File: src/rtl/inst_fetch_unit.sv
// inst_fetch_unit: single-outstanding instruction fetch over a valid/ready address+data bus,
// with one queued request (last wins) and registered outputs.
module inst_fetch_unit #(
    parameter int PC_WIDTH   = 32,
    parameter int INST_WIDTH = 32
) (
    input  logic                  clk,
    input  logic                  rst,
    input  logic                  inst_fetch,
    input  logic [PC_WIDTH-1:0]   pc,
    output logic [INST_WIDTH-1:0] inst,
    output logic                  inst_valid,
    output logic                  busy,
    output logic [PC_WIDTH-1:0]   ir_addr,
    output logic                  ir_addr_valid,
    input  logic                  ir_addr_ready,
    input  logic [INST_WIDTH-1:0] ir_data,
    input  logic                  ir_data_valid,
    output logic                  ir_data_ready
);
    typedef enum logic [1:0] {IDLE, ADDR, DATA} state_t;
    state_t                state, state_n;
    logic [INST_WIDTH-1:0] inst_n;
    logic [PC_WIDTH-1:0]   addr_n, pending_pc, pending_pc_n;
    logic                  inst_valid_n, busy_n, addr_valid_n, data_ready_n, pending, pending_n;
    always_ff @(posedge clk or posedge rst) begin
        if (rst) begin
            state         <= IDLE;
            inst          <= '0;
            inst_valid    <= 1'b0;
            busy          <= 1'b0;
            ir_addr       <= '0;
            ir_addr_valid <= 1'b0;
            ir_data_ready <= 1'b0;
            pending       <= 1'b0;
            pending_pc    <= '0;
        end else begin
            state         <= state_n;
            inst          <= inst_n;
            inst_valid    <= inst_valid_n;
            busy          <= busy_n;
            ir_addr       <= addr_n;
            ir_addr_valid <= addr_valid_n;
            ir_data_ready <= data_ready_n;
            pending       <= pending_n;
            pending_pc    <= pending_pc_n;
        end
    end
    always_comb begin
        state_n      = state;
        inst_n       = inst;
        inst_valid_n = 1'b0;
        addr_n       = ir_addr;
        addr_valid_n = ir_addr_valid;
        data_ready_n = ir_data_ready;
        pending_n    = pending;
        pending_pc_n = pending_pc;
        case (state)
            ADDR: begin
                pending_n    = pending | inst_fetch;
                pending_pc_n = inst_fetch ? pc : pending_pc;
                if (ir_addr_valid && ir_addr_ready) begin
                    state_n      = DATA;
                    addr_valid_n = 1'b0;
                    data_ready_n = 1'b1;
                end
            end
            DATA: begin
                pending_n    = pending | inst_fetch;
                pending_pc_n = inst_fetch ? pc : pending_pc;
                if (ir_data_valid) begin
                    inst_n       = ir_data;
                    inst_valid_n = 1'b1;
                    data_ready_n = 1'b0;
                    // a request arriving with the data is chained directly, newest pc wins
                    if (pending || inst_fetch) begin
                        state_n      = ADDR;
                        addr_n       = inst_fetch ? pc : pending_pc;
                        addr_valid_n = 1'b1;
                        pending_n    = 1'b0;
                    end else begin
                        state_n = IDLE;
                    end
                end
            end
            default: begin
                if (inst_fetch) begin
                    state_n      = ADDR;
                    addr_n       = pc;
                    addr_valid_n = 1'b1;
                end
            end
        endcase
        busy_n = state_n != IDLE;
    end
endmodule

File: config.mk
export PLATFORM = sky130hd
export DESIGN_NAME = inst_fetch_unit
export DESIGN_NICKNAME = d
export VERILOG_FILES = /design/src/rtl/inst_fetch_unit.sv
export SDC_FILE = /design/constraint.sdc
export NUM_CORES = 1
export LEC_CHECK = 0
export BUFFER_PORTS_ARGS = -buffer_cell sky130_fd_sc_hd__buf_2
export CAP_MARGIN = 20
export CELL_PAD_IN_SITES_DETAIL_PLACEMENT = 0
export CELL_PAD_IN_SITES_GLOBAL_PLACEMENT = 1
export CORE_ASPECT_RATIO = 0.5
export CORE_MARGIN = 2
export CORE_UTILIZATION = 29
export DETAILED_ROUTE_END_ITERATION = 8
export PLACE_DENSITY = 0.71
export SLEW_MARGIN = 20
export SYNTH_ARGS = -nofsm -noshare
export SYNTH_HDL_FRONTEND = slang
export SYNTH_SLANG_ARGS = --single-unit
File: constraint.sdc
create_clock -name clk -period 6.7 [get_ports clk]
set_input_delay 1.005 -clock clk [delete_from_list [all_inputs] [get_ports clk]]
set_output_delay 1.005 -clock clk [all_outputs]
set_load 0.05 [all_outputs]
==> results by group, run 1 <==
Critical path
  • Crit end category: register
  • Max incr delay on CP: 0.81 ns
  • Critical Path AT: roughly 2.4 ns
  • Max stage delay cell, worst path: nor2b_4
  • Crit path buf inv count: 1
  • Startpoint types: register
  • Worst Path Max Fanout: 33
  • WS Path Type: register to register
  • Worst EP required: about 7 ns
  • Delay-heaviest family, CP: simple AND/OR/NAND/NOR gates
  • Worst-path cell chain: inv_1 -> ha_1 -> nor2b_4 -> mux2_2

Clocking
  • Setup repair bufs after CTS: 0
  • Root buffer cell: clkbuf_16
  • CTS resizes: 0
  • CTS clk-pin slew, worst paths: 0.07 ns
  • Clock sinks: 103
  • CTS H-tree depth: 3
  • CTS Buffer Depth: 2
  • Cts hold-fix bufs: 0
  • CTS tree: yes
  • CTS Buf Count: 9
  • Worst-Skew Late Latency: between 0.3 and 0.4 ns

Global routing
  • Initial antenna violation count: 0
  • Tot GR Track Use: 0.111
  • GRT overflow: 0
  • Largest net degree at the start of global routing: 66
  • Vias in the first global route: 2705
  • First-pass GRT wire length: approximately 14000 um

Power
  • Sw Pwr: 1.47 mW
  • Power Density: approximately 590 nW/um2
  • VDD IR max: 0.000219 V
  • Switching part of the total power: 0.461
  • Combinational share of power: 0.493
  • Sequential share of power: 0.335
  • Leakage: 2.70 nW
  • Cell Int Power: 1.71 mW
  • Clk pwr share: 0.172

Timing
  • Slew margin rel.: 0.331
  • Fin crit share: 0.324
  • Period minus WS final: 2.17 ns
  • Worst hold slack: 0.500 ns
  • RSZ-0062 raised after global routing: no
  • Max-slew violations: 0
  • Endpoints failing hold: 0
  • Worst slew pin tran: 1.00 ns
  • Fmax: between 400 and 500 MHz
  • Worst Clk Skew: 0.0104 ns
  • Final setup vio count: 0
  • Final TNS setup: 0 ns

Yosys
  • Syn_nets: 382
  • Synth Area per Inst: 13.8 um2
  • Cell Area, Synth: 4300 um2
  • Yosys reg bits: 103
  • Post-Synthesis Cells: around 310
  • Sequential share of the synthesized area: 0.599
  • Warnings, synthesis: 0
  • Cell variety after synth: 24

Die
  • IO Count: roughly 140
  • Area of the core: around 14000 um2
  • Initial core utilization: 0.297
  • Die ar.: between 15000 and 20000 um2
  • Die height: between 90 and 100 um
  • # rows: 31
  • Die W: 176 um

Outcome
  • Status: complete, no violations

Drt
  • Drt first pass iters: 4
  • WL final: slightly below 9000 um
  • DR vias/cell: 4.27
  • DRC: 0
  • First DRT Iteration DRCs: 98
  • Final antenna-violating net count: 0
  • Avg WL per Cell: 13.4 um
  • Via count: 2752

Finish
  • Antenna diodes: 0
  • Fill cell count: 1402
  • # nets final: 513
  • Layout cells sized above 1: 0.541
  • Synth-to-layout area growth: 26.4%

Placement
  • GP Congestion: 0.734
  • DP HPWL: slightly below 6000 um
  • PortBufs: ~140

Worst hold path
  • Hold crit path type: register to register

Job
  • Max_cap viols: 0
## cells by family after synthesis
kind of cell | count (synthesis) | share of synthesized area
compound gates | 47 | 0.0748
simple gates | 40 | 0.0399
buf+inv | 23 | 0.0381
fa+ha+maj | 2 | 0.00582
flops | 103 | 0.599
mux | 96 | 0.242
## sequential cells by signal, summed over array words and instances (netlist names)
signal	cells
busy	1
inst	32
inst_valid	1
ir_addr	32
ir_addr_valid	1
ir_data_ready	1
pending	1
pending_pc	32
state	2
## power by group through the flow
| stage | clock (mW) | combinational, mW | sequential, mW |
|---|---|---|---|
| CTS | 0.566 | 1.59 | 1.07 |
| floorplan | 0 | 0.609 | 1.74 |
| global placement | 0 | 1.58 | 1.07 |
| finish | 0.547 | 1.57 | 1.07 |
| global route | 0.588 | 1.66 | 1.11 |
| detailed placement | 0 | 1.59 | 1.08 |
## layout make-up
| type | instances | area (um2) | area share |
|---|---|---|---|
| timing repair buffer | 138 | 696 | 0.128 |
| tap | 198 | 248 | 0.0456 |
| inverter | 5 | 21.3 | 0.00391 |
| sequential | 103 | 2580 | 0.474 |
| multi-input combinational | 185 | 1580 | 0.291 |
| clock inverter | 6 | 75.1 | 0.0138 |
| clock buffer | 10 | 239 | 0.0440 |
## cell usage after synthesis
cell	count	area [um2]
o21ai_0	5	25.0
a31oi_1	2	12.5
a21boi_0	1	7.51
mux2_2	64	721
nand2b_1	1	6.26
a21oi_1	16	80.1
buf_4	7	52.6
nand2_2	1	6.26
or2_1	1	6.26
dfrtp_1	103	2580
o21a_1	2	15.0
ha_1	2	25.0
o311ai_1	1	8.76
nor2b_2	1	8.76
nor3_2	1	10.0
o22ai_1	1	6.26
mux2i_1	32	320
nor2b_1	1	6.26
buf_2	5	25.0
buf_6	6	67.6
a21oi_2	18	158
inv_1	5	18.8
o22a_1	1	8.76
nor2_1	34	128
## final timing paths
path                                      start  cells past startpoint  slack, ns                          to
setup / recovery             state[0]$_DFF_PP0_                      4       4.53  pending_pc[27]$_DFFE_PP0N_
hold / removal             inst[20]$_DFFE_PP0P_                      1       0.50        inst[20]$_DFFE_PP0P_
setup reg to reg             state[0]$_DFF_PP0_                      4       4.53  pending_pc[27]$_DFFE_PP0N_
hold reg to reg            inst[20]$_DFFE_PP0P_                      1       0.50        inst[20]$_DFFE_PP0P_
max in group asynchronous                   rst                      3       4.80        inst[11]$_DFFE_PP0P_
min in group asynchronous                   rst                      2       0.75     ir_addr[30]$_DFFE_PP0P_
## metrics by stage
step                instances  power (mW)  worst slack, ns  utilization  area, um2
floorplan                 311        2.35             2.99            -       4300
global placement          629        2.65             4.10        0.354       5120
detailed placement        629        2.67             4.07        0.354       5120
CTS                       645        3.23             4.45        0.375       5430
global route              645        3.36             4.38        0.376       5440
finish                    645        3.18             4.53        0.376       5440
## layout by cell type (no fill, tap or decap), drive strengths merged
| master | netlist | routed |
|---|---|---|
| mux2 | 64 | 64 |
| nand2 | 1 | 1 |
| or2 | 1 | 1 |
| nand2b | 1 | 1 |
| bufinv | 0 | 1 |
| o21a | 2 | 2 |
| inv | 5 | 7 |
| nor2 | 34 | 34 |
| dfrtp | 103 | 103 |
| o22a | 1 | 1 |
| ha | 2 | 2 |
| nor3 | 1 | 1 |
| clkbuf | 0 | 10 |
| buf | 18 | 138 |
| o21ai | 5 | 5 |
| o311ai | 1 | 1 |
| a21boi | 1 | 1 |
| a21oi | 34 | 34 |
| a31oi | 2 | 2 |
| o22ai | 1 | 1 |
| clkinvlp | 0 | 1 |
| nor2b | 2 | 2 |
| clkinv | 0 | 2 |
| mux2i | 32 | 32 |
## per-layer routing
metal	wire length (um)	up-vias	GRT usage	part of all wire
li1	-	1349	-	-
met1	3800	1348	0.136	0.44
met2	4480	45	0.194	0.52
met3	283	10	0.0296	0.033
met4	90	0	0.0310	0.010
met5	0	-	0	0
No activity file was read; power rests on OpenSTA's default activity.
==> run 2: changes to the inputs <==
--- a/config.mk
+++ b/config.mk
@@ -5,6 +5,7 @@
 export SDC_FILE = /design/constraint.sdc
 export NUM_CORES = 1
 export LEC_CHECK = 0
+export ABC_AREA = 1
 export BUFFER_PORTS_ARGS = -buffer_cell sky130_fd_sc_hd__buf_2
 export CAP_MARGIN = 20
 export CELL_PAD_IN_SITES_DETAIL_PLACEMENT = 0
@@ -13,7 +14,7 @@
 export CORE_MARGIN = 2
 export CORE_UTILIZATION = 29
 export DETAILED_ROUTE_END_ITERATION = 8
-export PLACE_DENSITY = 0.71
+export PLACE_DENSITY = 0.77
 export SLEW_MARGIN = 20
 export SYNTH_ARGS = -nofsm -noshare
 export SYNTH_HDL_FRONTEND = slang
==> constraint.sdc (replaced) <==
create_clock -name clk -period 1.8 [get_ports clk]
set_input_delay 0.27 -clock clk [delete_from_list [all_inputs] [get_ports clk]]
set_output_delay 0.27 -clock clk [all_outputs]
set_load 0.05 [all_outputs]
==> run 2 against run 1 <==
Net effect: clock power rose to 3.6 times the previous value; sequential share of layout area is 2.8 points lower; synthesized cell count rose by 82%; combinational power grew to 3.7 times the previous value; final cell count grew 41%; sequential cell count is the same; via count increased by 37%; sequential power grew to 3.7 times the previous value; clock-buffer cell count up 2; routed wire length increased by 24%; worst setup slack worse by 4.4 ns; area after synthesis increased by 6.3%; critical endpoint is now ir_addr[26]$_DFFE_PP0P_.
==> results by group, run 2 <==
Outcome
  • Status: complete, no violations

Finish
  • # nets final: 772 (+50%)
  • Most common cell after layout, fill and taps aside: nand2_1
  • Most frequent cells in the layout: nand2_1 (274), buf_2 (136), dfrtp_1 (103), inv_1 (73), o21ai_1 (47)
  • Antenna diodes: 0 (unchanged)
  • Synth-to-layout area growth: 26.4% (about the same)
  • Layout cells sized above 1: 0.252 (-0.289)
  • Fin cells: 910 (+41%)
  • Largest regs: inst: 32 flops, ir_addr: 32 flops, pending_pc: 32 flops

Yosys
  • Post-synthesis simple-gate area fraction: 0.240 (+0.201)
  • Post-synth EDFFs: 0 (unchanged)
  • Top-count cell post-synth: nand2_1
  • Sequential share of the synthesized area: 0.564 (-0.0353)
  • Most used DFF post-synth: dfrtp_1
  • Cell Area, Synth: 4570 um2 (+6.3%)
  • Post-synth ARST share: 1.00 (unchanged)
  • Synth Area in Compound Gates: 0.0819 (+0.00710)
  • Syn_nets: 638 (+67%)
  • Cell variety after synth: 23 (-4.2%)
  • Post-Synthesis Cells: 567 (+82%)
  • Largest family of logic cells by synthesized area: simple AND/OR/NAND/NOR gates
  • Synth Area in XOR/XNOR: 0 (unchanged)
  • Area leader, netlist: dfrtp_1
  • Top cells by count, synth: nand2_1 (274), dfrtp_1 (103), inv_1 (74)
  • Post-synthesis adder-cell area fraction: 0.00548 (-0.000343)
  • Synth Area per Inst: 8.06 um2 (-42%)
  • Main area contributors after synthesis: dfrtp_1 (56%), nand2_1 (23%), inv_1 (6.1%), o21ai_1 (5.1%), o21ai_0 (2.1%)
  • Yosys reg bits: 103 (unchanged)
  • Warnings, synthesis: 0 (unchanged)
  • Top cell type's share of synthesized area: 0.564 (-0.0353)
  • Multiplexer share of the synthesized area: 0 (-0.242)

Timing
  • Worst Clk Skew: 0.00945 ns (-0.000898 ns)
  • Endpoints failing hold: 0 (unchanged)
  • Fmax: 602 MHz (+31%)
  • Slew margin rel.: 0.625 (+0.294)
  • Max-slew violations: 0 (unchanged)
  • Fin crit share: 0.922 (+0.598)
  • Final setup vio count: 0 (unchanged)
  • RSZ-0062 raised after global routing: no
  • Post-route setup slack: 0.140 ns (-4.39 ns)
  • Worst slew pin tran: 0.563 ns (-0.439 ns)
  • Period minus WS final: 1.66 ns (-0.511 ns)
  • Worst hold slack: 0.106 ns (-0.394 ns)
  • Final TNS setup: 0 ns (unchanged)

Critical path
  • Critical R2R Launch: state[0]$_DFF_PP0_
  • Critical Path AT: 1.89 ns (-0.50 ns)
  • Worst Path Max Fanout: 32 (-3.0%)
  • Worst EP required: 2.03 ns (-4.89 ns)
  • Worst Setup SP: state[0]$_DFF_PP0_
  • WS Path Type: register to register
  • Crit end category: register
  • Startpoint types: register

Power
  • Sequential share of power: 0.339 (+0.004)
  • Cell Int Power: 5.99 mW (+250%)
  • Clk pwr share: 0.166 (-0.006)
  • VDD IR max: 0.000786 V (+260%)
  • Switching part of the total power: 0.489 (+0.0278)
  • Combinational share of power: 0.495 (+0.002)
  • Leakage: 3.43 nW (+27%)
  • Sw Pwr: 5.74 mW (+290%)
  • Power Density: 2030 nW/um2 (+250%)

Die
  • Die height: 92.8 um (+2.9%)
  • # rows: 32 (+3.2%)
  • Die ar.: 16800 um2 (+6.0%)
  • Die W: 182 um (+3.0%)
  • Initial core utilization: 0.296 (-0.000813)
  • Area of the core: 15400 um2 (+6.5%)
  • IO Count: 137 (unchanged)

Clocking
  • Clock sinks: 103 (unchanged)
  • CTS resizes: 0 (unchanged)
  • Cts hold-fix bufs: 0 (unchanged)
  • CTS tree: yes
  • Worst-Skew Late Latency: 0.34 ns (about the same)
  • Setup repair bufs after CTS: 0 (unchanged)
  • CTS Buffer Depth: 2 (unchanged)
  • CTS H-tree depth: 3 (unchanged)
  • Root buffer cell: clkbuf_16
  • CTS clk-pin slew, worst paths: 0.07 ns (about the same)
  • CTS Buf Count: 9 (unchanged)

Placement
  • PortBufs: 136 (unchanged)
  • GP Congestion: 0.739 (+0.71%)
  • DP HPWL: 7430 um (+27%)
  • Placed cells: 894 (+42%)
  • DP Worst Slack: 0.164 ns (-3.91 ns)

Global routing
  • Global route hottest layer: met2
  • Vias in the first global route: 3622 (+34%)
  • Met1 global-route usage: 0.168 (+0.0314)
  • GR Util met3: 0.0315 (+0.00185)
  • First-pass GRT wire length: 17800 um (+27%)
  • Largest net degree at the start of global routing: 104 (+58%)
  • Initial antenna violation count: 0 (unchanged)
  • GRT overflow: 0 (unchanged)
  • GR Layer Usage met2: 0.230 (+0.0364)
  • Tot GR Track Use: 0.132 (+0.0209)

Drt
  • Final antenna-violating net count: 0 (unchanged)
  • Drt first pass iters: 5 (+1)
  • WL final: 10800 um (+24%)
  • DRC: 0 (unchanged)
  • DR vias/cell: 4.15 (-2.9%)
  • Avg WL per Cell: 11.8 um (-12%)
  • First DRT Iteration DRCs: 180 (+84%)
  • Via count: 3772 (+37%)

Job
  • Max_cap viols: 0 (unchanged)

Worst hold path
  • Hold crit path type: input pin to async pin
## run 2: cell count changes after synthesis, sizes merged, moves of 2 or more
cell,change
a21oi,-33
a31oi,-2
buf,+7
inv,+75
mux2,-64
mux2i,-32
nand2,+277
nor2,-28
nor2b,-2
o21a,-2
o21ai,+63
## run 2: cell type report
class                   instances  area, um2
multi-input cells             358       1500
inverters                      81        308
well taps                     204        255
repair buffers                148        846
flip-flops and latches        103       2580
fillers                      1583       9640
clock inverters                 4       45.0
clock buffers                  12        246
## run 2: logic make-up after synthesis
| logic type | Yosys count |
|---|---|
| AND/OR/NAND/NOR | 285 |
| adder cells (fa/ha/maj) | 2 |
| buffers and inverters | 106 |
| AO/OA/AOI/OAI | 71 |
| flip-flops | 103 |
## run 2: metal layers
layer / up-vias / routed length (um)
li1: 1956 / -
met1: 1746 / 5040
met2: 63 / 5240
met3: 7 / 407
met4: 0 / 68
met5: - / 0
## run 2: power by group through the flow
stage                     logic [mW]  registers, mW  clock network [mW]
after floorplan                 2.03           6.41                   0
after global placement          5.79           4.00                   0
after detailed placement        5.87           4.02                   0
after CTS                       5.88           3.99                2.05
after global routing            6.33           4.10                2.11
final                           5.80           3.97                1.95
## run 2: final timing paths
path	endpoint	slack (ns)	cells after the start
min reg2reg	ir_addr[1]$_DFFE_PP0P_	0.46	2
max in group asynchronous	ir_addr[30]$_DFFE_PP0P_	1.29	3
max	ir_addr[26]$_DFFE_PP0P_	0.14	8
min	inst[4]$_DFFE_PP0P_	0.11	3
max reg2reg	ir_addr[26]$_DFFE_PP0P_	0.14	8
min in group clk	inst[0]$_DFFE_PP0P_	0.13	3
## run 2: stage by stage
stage	cell area, um2	utilization	power [mW]
6_report	5780	0.375	11.7
5_1_grt	5780	0.375	12.5
4_1_cts	5780	0.375	11.9
3_5_place_dp	5480	0.356	9.89
3_3_place_gp	5480	0.356	9.79
2_1_floorplan	4570	-	8.44
## run 2: worst max-delay path: stages, from the launching register on
cell,delay [ns]
dfrtp_1,0.39
inv_1,0.08
ha_1,0.39
nand2_4,0.13
buf_12,0.18
o21ai_0,0.21
inv_1,0.06
nand2_1,0.05
nand2_1,0.05
==> run 3: changes to the inputs <==
--- a/config.mk
+++ b/config.mk
@@ -12,9 +12,10 @@
 export CELL_PAD_IN_SITES_GLOBAL_PLACEMENT = 1
 export CORE_ASPECT_RATIO = 0.5
 export CORE_MARGIN = 2
-export CORE_UTILIZATION = 29
+export CORE_UTILIZATION = 30
+export CTS_CLUSTER_SIZE = 28
 export DETAILED_ROUTE_END_ITERATION = 8
-export PLACE_DENSITY = 0.77
+export PLACE_DENSITY = 0.79
 export SLEW_MARGIN = 20
 export SYNTH_ARGS = -nofsm -noshare
 export SYNTH_HDL_FRONTEND = slang
==> run 3 against run 2 <==
Net effect: clock-buffer cell count rose by 2; combinational power barely moved; clock skew down 0.0036 ns; fmax is 4.4% higher; largest cell class unchanged; global-route usage is 0.063 points lower; sequential power hardly changed; first-iteration DRC count decreased by 37%; routed wire length is 4.5% lower; sequential share of layout area decreased by 0.48 points; worst setup slack improved by 0.070 ns; register-to-register slack improved by 0.07 ns; critical path type unchanged; worst hold slack improved by 0.020 ns.
==> results by group, run 3 (synthesis gave the netlist of run 2 again) <==
Critical path
  • Worst EP required: 2.08 ns (+0.05 ns)
  • Critical Path AT: 1.87 ns (-0.02 ns)
  • Delay-heaviest family, CP: buffers and inverters
  • Worst Setup SP: state[0]$_DFF_PP0_
  • Worst Path Max Fanout: 16 (-50%)
  • Max stage delay cell, worst path: dfrtp_1
  • Startpoint types: register
  • R2r setup slk: 0.21 ns (+0.07 ns)
  • WS Path Type: register to register
  • Setup crit end: ir_addr[3]$_DFFE_PP0P_
  • Crit end category: register
  • R2r endpoint: ir_addr[3]$_DFFE_PP0P_
  • Crit path buf inv count: 4 (+1)
  • Critical R2R Launch: state[0]$_DFF_PP0_
  • Reg2reg path depth: 9 (+1)
  • Max incr delay on CP: 0.37 ns (-0.02 ns)
  • Worst-path cell chain: inv_1 -> ha_1 -> buf_4 -> o21ai_4 -> inv_1 -> nand2_2 -> buf_12 -> nand2_1 -> nand2_1
  • WP depth: 9 (+1)

Drt
  • Via count: 3768 (-0.11%)
  • WL final: 10300 um (-4.5%)
  • Drt first pass iters: 4 (-1)
  • DRC: 0 (unchanged)
  • First DRT Iteration DRCs: 113 (-37%)
  • Avg WL per Cell: 11.3 um (-4.2%)
  • DR vias/cell: 4.15 (+0.22%)
  • Final antenna-violating net count: 0 (unchanged)

Finish
  • Fill cell count: 1533 (-3.2%)
  • Largest regs: inst: 32 flops, ir_addr: 32 flops, pending_pc: 32 flops
  • # nets final: 775 (+0.39%)
  • Most common cell after layout, fill and taps aside: nand2_1
  • Layout cells sized above 1: 0.254 (+0.00175)
  • Fin cells: 907 (-0.33%)
  • Most frequent cells in the layout: nand2_1 (274), buf_2 (136), dfrtp_1 (103), inv_1 (73), o21ai_1 (47)
  • Synth-to-layout area growth: 27.8%
  • Antenna diodes: 0 (unchanged)

Global routing
  • Vias in the first global route: 3655 (+0.91%)
  • Largest net degree at the start of global routing: 40 (-62%)
  • Initial antenna violation count: 0 (unchanged)
  • First-pass GRT wire length: 17200 um (-3.2%)
  • GRT overflow: 0 (unchanged)
  • Tot GR Track Use: 0.132 (-0.000634)

Worst hold path
  • Hold crit path type: input pin to register
  • Worst Hold Depth: 3

Die
  • # rows: 31 (-3.1%)
  • Die W: 179 um (-1.6%)
  • IO Count: 137 (unchanged)
  • Initial core utilization: 0.312 (+0.0152)
  • Area of the core: 14700 um2 (-4.9%)
  • Die height: 91.3 um (-1.6%)
  • Die ar.: 16300 um2 (-3.2%)

Timing
  • Fmax: 629 MHz (+4.4%)
  • Final TNS setup: 0 ns (unchanged)
  • Slew margin rel.: 0.710 (+0.0848)
  • Worst hold slack: 0.127 ns (+0.0203 ns)
  • Fin crit share: 0.883 (-0.0388)
  • Max-slew violations: 0 (unchanged)
  • Final setup vio count: 0 (unchanged)
  • Worst Clk Skew: 0.00584 ns (-0.00361 ns)
  • RSZ-0062 raised after global routing: no
  • Period minus WS final: 1.59 ns (-0.0699 ns)
  • Endpoints failing hold: 0 (unchanged)
  • Worst slew pin tran: 0.435 ns (-0.128 ns)

Power
  • Combinational share of power: 0.492 (-0.003)
  • Power Density: 2020 nW/um2 (-0.72%)
  • Clk pwr share: 0.170 (+0.004)
  • Cell Int Power: 6.09 mW (+1.7%)
  • Sequential share of power: 0.338 (about the same)
  • Switching part of the total power: 0.483 (-0.00665)
  • Sw Pwr: 5.68 mW (-1.0%)
  • Leakage: 3.45 nW (+0.75%)
  • VDD IR max: 0.000618 V (-21%)

Clocking
  • Setup repair bufs after CTS: 0 (unchanged)
  • CTS clk-pin slew, worst paths: 0.07 ns (about the same)
  • Worst-Skew Late Latency: 0.33 ns (about the same)
  • CTS Buf Count: 9 (unchanged)
  • Clock sinks: 103 (unchanged)
  • CTS Buffer Depth: 2 (unchanged)
  • CTS H-tree depth: 3 (unchanged)
  • CTS tree: yes
  • Root buffer cell: clkbuf_16

Placement
  • DP HPWL: 7310 um (-1.6%)
  • Placed cells: 890 (-0.45%)
  • GP Congestion: 0.791 (+7.0%)
  • PortBufs: 136 (unchanged)

Outcome
  • Status: complete, no violations

Job
  • Max_cap viols: 0 (unchanged)
-- run 3: cell count changes in the layout (fill, tap and decap cells not counted), sizes merged --
cell | before | now
buf | 148 | 150
dlygate4sd3 | 0 | 1
clkinv | 4 | 1
clkinvlp | 1 | 2
clkbuf | 12 | 14
-- run 3: power groups by stage --
stage	Clock (mW)	Sequential, mW	Combinational, mW
floorplan	0	6.41	2.03
global placement	0	3.99	5.80
detailed placement	0	4.01	5.86
CTS	2.08	3.98	5.87
global route	2.16	4.12	6.33
finish	2.00	3.97	5.79
-- run 3: timing repair --
action	CTS	global route
resized for setup	0	0
setup endpoints to repair	0	0
hold buffers	1	0
endpoints found under the hold margin	15	0
-- run 3: layout make-up --
class | instances | area, um2 | area share
Clock buffer | 14 | 274 | 0.0469
Clock inverter | 2 | 37.5 | 0.00643
Sequential cell | 103 | 2580 | 0.441
Multi-Input combinational cell | 358 | 1500 | 0.257
Inverter | 81 | 308 | 0.0527
Timing Repair Buffer | 151 | 896 | 0.153
Tap cell | 198 | 248 | 0.0424
-- run 3: worst register-to-register path: cells and delay by family (launching register included) --
| kind | cells | cell delay, ns |
|---|---|---|
| buf+inv | 4 | 0.47 |
| flops | 1 | 0.37 |
| fa+ha+maj | 1 | 0.26 |
| simple gates | 3 | 0.26 |
| compound gates | 1 | 0.18 |
-- run 3: stage by stage --
step            util  instance area [um2]  power, mW  setup slack (ns)
5_1_grt        0.398                 5840       12.6            0.0557
6_report       0.398                 5840       11.8             0.210
3_5_place_dp   0.376                 5520       9.88             0.228
3_3_place_gp   0.376                 5520       9.79             0.250
4_1_cts        0.398                 5840       11.9             0.203
2_1_floorplan      -                 4570       8.44             0.298
-- run 3: routing by layer --
metal	GRT usage	wire [um]	share of wire
met5	0	0	0
met4	0.0346	106	0.010
met1	0.170	4780	0.47
met3	0.0264	382	0.037
met2	0.226	4990	0.49
-- run 3: how the worst min path moves through the flow --
stage | from | endpoint | slack (ns)
6_report | ir_data[12] | inst[12]$_DFFE_PP0P_ | 0.13
5_1_grt | ir_data[1] | inst[1]$_DFFE_PP0P_ | 0.12
4_1_cts | ir_data[12] | inst[12]$_DFFE_PP0P_ | 0.11
3_5_place_dp | rst | ir_addr[29]$_DFFE_PP0P_ | 0.31
3_3_place_gp | rst | ir_addr[29]$_DFFE_PP0P_ | 0.31
2_1_floorplan | ir_data[0] | inst[0]$_DFFE_PP0P_ | 0.38
